**src/rtl/rf_top.sv**
```systemverilog
// rf_top: architectural GPR file with write bypass, exception registers rm0/rm1
// and the supervisor/user privilege bit driven by exception and iret commits.
module rf_top #(
    parameter int DATA_W   = 32,
    parameter int NUM_REGS = 32,
    parameter int ADDR_W   = 5,
    parameter int PC_W     = 32,
    parameter int XADDR_W  = 32
) (
    input  logic               clock,
    input  logic               reset,
    input  logic [ADDR_W-1:0]  src1_addr,
    input  logic [ADDR_W-1:0]  src2_addr,
    output logic [DATA_W-1:0]  src1_data,
    output logic [DATA_W-1:0]  src2_data,
    input  logic               wb_write_en,
    input  logic [ADDR_W-1:0]  wb_dest,
    input  logic [DATA_W-1:0]  wb_data,
    input  logic               xcpt_valid,
    input  logic [PC_W-1:0]    xcpt_pc,
    input  logic [XADDR_W-1:0] xcpt_addr,
    input  logic               iret_valid,
    output logic [PC_W-1:0]    rm0_pc,
    output logic [XADDR_W-1:0] rm1_addr,
    output logic [PC_W-1:0]    iret_pc,
    output logic               priv_mode,
    output logic               xcpt_nested
);
    localparam logic [0:0] MODE_USER = 1'b0;
    localparam logic [0:0] MODE_SUP  = 1'b1;

    logic [DATA_W-1:0]  regs_q [NUM_REGS];
    logic [PC_W-1:0]    rm0_q, rm0_d;
    logic [XADDR_W-1:0] rm1_q, rm1_d;
    logic [0:0]         mode_q, mode_d;
    logic               nested_q, nested_d;
    logic               wr_en;

    // The excepting instruction must not commit, so its write is neither stored nor bypassed.
    assign wr_en = wb_write_en && !xcpt_valid && (wb_dest != '0);

    assign src1_data = (src1_addr == '0) ? '0 :
                       (wr_en && wb_dest == src1_addr) ? wb_data : regs_q[src1_addr];
    assign src2_data = (src2_addr == '0) ? '0 :
                       (wr_en && wb_dest == src2_addr) ? wb_data : regs_q[src2_addr];

    // Exception wins over a simultaneous iret.
    always_comb begin
        rm0_d    = xcpt_valid ? xcpt_pc : rm0_q;
        rm1_d    = xcpt_valid ? xcpt_addr : rm1_q;
        mode_d   = xcpt_valid ? MODE_SUP : iret_valid ? MODE_USER : mode_q;
        nested_d = xcpt_valid ? (nested_q || mode_q == MODE_SUP) : iret_valid ? 1'b0 : nested_q;
    end

    always_ff @(posedge clock or posedge reset) begin
        if (reset) begin
            for (int i = 0; i < NUM_REGS; i++) regs_q[i] <= '0;
            rm0_q    <= '0;
            rm1_q    <= '0;
            mode_q   <= MODE_SUP;
            nested_q <= 1'b0;
        end else begin
            if (wr_en) regs_q[wb_dest] <= wb_data;
            rm0_q    <= rm0_d;
            rm1_q    <= rm1_d;
            mode_q   <= mode_d;
            nested_q <= nested_d;
        end
    end

    assign rm0_pc      = rm0_q;
    assign rm1_addr    = rm1_q;
    assign iret_pc     = rm0_q;
    assign priv_mode   = mode_q[0];
    assign xcpt_nested = nested_q;
endmodule

```
**config.mk**
```make
export PLATFORM = sky130hd
export DESIGN_NAME = rf_top
export DESIGN_NICKNAME = d
export VERILOG_FILES = /design/src/rtl/rf_top.sv
export SDC_FILE = /design/constraint.sdc
export NUM_CORES = 2
export LEC_CHECK = 0
export BUFFER_PORTS_ARGS = -buffer_cell sky130_fd_sc_hd__clkbuf_2
export CAP_MARGIN = 20
export CORE_ASPECT_RATIO = 0.6
export CORE_MARGIN = 4
export CORE_UTILIZATION = 30
export DETAILED_ROUTE_END_ITERATION = 10
export PLACE_DENSITY_LB_ADDON = 0.15
export SLEW_MARGIN = 0
export SYNTH_ARGS = -nofsm -noshare
export SYNTH_HDL_FRONTEND = slang
export SYNTH_SLANG_ARGS = --single-unit
```
**constraint.sdc**
```tcl
create_clock -name clock -period 47.8 [get_ports clock]
set_input_delay 11.95 -clock clock [delete_from_list [all_inputs] [get_ports clock]]
set_output_delay 11.95 -clock clock [all_outputs]
set_load 0.05 [all_outputs]
```
==> results.cfg <==
[yosys]
synth_area_sq_um = 58100
netlist_instances = 4172
syn_avg_cell_area_sq_um = 13.9
ys_seq_area_share_pct = 46.9
syn-num-nets = 4288
yosysWarnings = 0
synth_edf_count = 0
ys.flop_type = dfrtp_1
ys_types = 65
async_flop_share_pct = 100
yosys_register_bits = 1090

[timing]
fin_crit_ns = 28.97
slew_headroom_pct = 10.1
max_slew.worst_pin.slew_ns = 1.35
hold_ws_ns = 0.394
rsz0062_at_grt = false
fin_skew_ns = 0.00130
maxSlewViolCount = 0
final.period_utilization_pct = 60.6
fin_setup_tns_ns = 0
setup_viol = 0
fmax_ghz = 0.0345
finalHoldViolations = 0

[clock_network]
clockBufferDepth = 3
cts_buffers = 115
clock_latency_ns = 0.76
hold_buffers = 0
clock-root-buffer = clkbuf_16
post_cts_buffers = 0
htree_num_levels = 3
cts_tree = yes
clock_sinks = 1090
clkTransAtPathRegs_ns = 0.06
cts_resized = 0

[critical_path]
worstReg2RegEnd = regs_q[382]
critPathKind = input port to output pin
path_max_fanout = 62
r2r_setup_slack_ns = 46.97
cp_common_cell = buf_4
required_ns = 35.85
r2r_cells = 1
worstPathBufferInverterCount = 5
crit_family = buffers and inverters
cp-end-kind = output pin
slowest_delay_ns = 0.89
cp-startpoint = src2_addr[0]
endpoint = src2_data[30]
crit_chain = buf_8 -> buf_4 -> buf_4 -> buf_4 -> mux4_2 -> a22oi_1 -> nand3_1 -> nor3_1 -> nor2_1 -> clkbuf_2
critPathLaunchType = input port
cp_num_cells = 10
cp_data_arrival_time_ns = 17.02
slowest_stage = buf_4
regToRegStartpoint = regs_q[382]

[global_routing]
grt.total_usage_pct = 23.5
grt_overflow = 0
antenna_found_initial = 24
grt_pass1_vias = 39900
grt_max_degree = 152
grt_pass1_wl_um = 336000

[floorplanning]
io_pins = 278
die-area_sq_um = 201000
fp.dieW_um = 576
core_sq_um = 192000
die_h_um = 349
initial_core_util_pct = 30.3
fp-row-count = 124

[detailed_routing]
drtIter0Drc = 4294
drtPass1Iterations = 5
wire_per_inst_um = 34.8
ant_nets = 0
vias = 40000
routed_wl_um = 240000
route.detailed.drc = 0
vias_per_cell = 5.80

[final_layout]
nNetsFinal = 4332
area_growth_syn_to_layout_pct = 13.2
drive_above_1_share_pct = 48.6

[power_and_ir_drop]
p_leak_nw = 29.6
peakVddDrop_v = 0.0000293
powerDensity_nw_per_um2 = 39.1

[run_status]
status = finished clean

[worst_hold_path]
hold_path_class = flip-flop to flip-flop

[placed_design]
port_buffers = 277
dpl.hpwl_um = 141000
routabilityCongestion = 0.792

[run]
max-cap-violations = 0
## stage by stage
stage | power (mW) | worst slack, ns | util (%) | cell area (sq um) | instances
after floorplan | 1.47 | 5.16 | - | 58100 | 4172
after global placement | 1.61 | 18.78 | 32.2 | 61700 | 6674
after detailed placement | 1.62 | 18.77 | 32.2 | 61800 | 6679
after CTS | 2.59 | 18.77 | 34.3 | 65800 | 6896
after global routing | 2.68 | 18.45 | 34.3 | 65800 | 6900
final | 2.57 | 18.83 | 34.4 | 65800 | 6902
## area by class of cell
cell class              instances  area [sq um]
clock buffers                 174          3470
diodes                          3          7.51
flip-flops and latches       1090         27300
inverters                       7          33.8
fillers                     18600        126000
well taps                    2583          3230
repair buffers                412          2540
multi-input cells            2590         28700
clock inverters                43           527
## cells by family (layout without fill, tap and decap cells)
kind of cell	after synthesis	in the layout	share of synthesized area (%)
AOI/OAI and AO/OA	531	531	6.43
xor gates and xnor gates	10	10	0.151
and+or+nand+nor	321	321	2.67
buffers and inverters	492	636	4.20
DFF	1090	1090	46.9
muxes	1728	1728	39.6
other	0	3	0
## cell usage in the layout (no fill, tap or decap), types with 13 or more instances in the layout
cell type	count
a211oi_1	19
a21oi_1	74
a221o_1	16
a221oi_1	79
a22o_1	22
a22oi_1	85
a31oi_1	21
and3_1	21
buf_4	128
clkbuf_1	22
clkbuf_16	115
clkbuf_2	268
clkbuf_8	37
clkinv_2	25
dfrtp_1	1089
mux2_2	1065
mux2i_1	309
mux4_2	353
nand2_1	87
nand2_4	15
nand3_1	28
nor2_1	54
nor2_4	13
nor3_1	19
o211ai_1	17
o21ai_0	91
o22ai_1	40
## report_power, final
part | switching, mW | internal, mW | leakage (nW)
combinational | 0.257 | 0.219 | 13.2
clock | 0.418 | 0.551 | 1.99
sequential | 0.0887 | 1.04 | 14.4
total | 0.763 | 1.81 | 29.6
## how the worst min path moves through the flow
| stage | from | cells after the start | end | slack (ns) |
|---|---|---|---|---|
| finish | regs_q[1001] | 0 | regs_q[1001] | 0.39 |
| floorplan | regs_q[1000] | 1 | regs_q[1000] | 0.44 |
| detailed placement | regs_q[1010] | 0 | regs_q[1010] | 0.38 |
| global route | regs_q[1014] | 0 | regs_q[1014] | 0.40 |
| global placement | regs_q[1014] | 0 | regs_q[1014] | 0.37 |
| CTS | regs_q[1010] | 0 | regs_q[1010] | 0.39 |
## flip-flops by register name, summed over array words and instances (netlist names)
register and count:
rm1_addr 32, regs_q 1024, xcpt_nested 1, priv_mode 1, iret_pc 32
## layer usage
layer | global-route usage [%] | share of wire [%]
met2 | 33.8 | 42
met4 | 4.76 | 2.1
met5 | 0 | 0.017
met1 | 35.9 | 48
met3 | 5.11 | 7.6
## cell usage after synthesis, types with 7 or more instances
cell type | instances | area (sq um)
o31ai_1 | 9 | 67.6
nor2_1 | 74 | 278
a221oi_1 | 79 | 692
a21oi_1 | 74 | 370
a221o_1 | 16 | 160
a31oi_1 | 21 | 131
nand2b_1 | 8 | 50.1
o2111ai_1 | 7 | 61.3
o221ai_1 | 8 | 70.1
a22oi_1 | 85 | 638
mux4_2 | 353 | 7950
buf_4 | 77 | 578
nor2b_1 | 16 | 100
a211oi_1 | 19 | 143
buf_1 | 65 | 244
o211ai_1 | 17 | 128
and3_1 | 21 | 131
buf_2 | 91 | 455
nand3_1 | 28 | 140
o22ai_1 | 40 | 250
mux2i_1 | 309 | 3090
a2111oi_0 | 8 | 70.1
nor3_1 | 25 | 125
dfrtp_1 | 1089 | 27300
clkbuf_1 | 224 | 841
o21ai_0 | 91 | 455
a22o_1 | 22 | 193
mux2_2 | 1065 | 12000
buf_6 | 25 | 282
nand2_1 | 103 | 387
(Power assumes the default switching activity.)
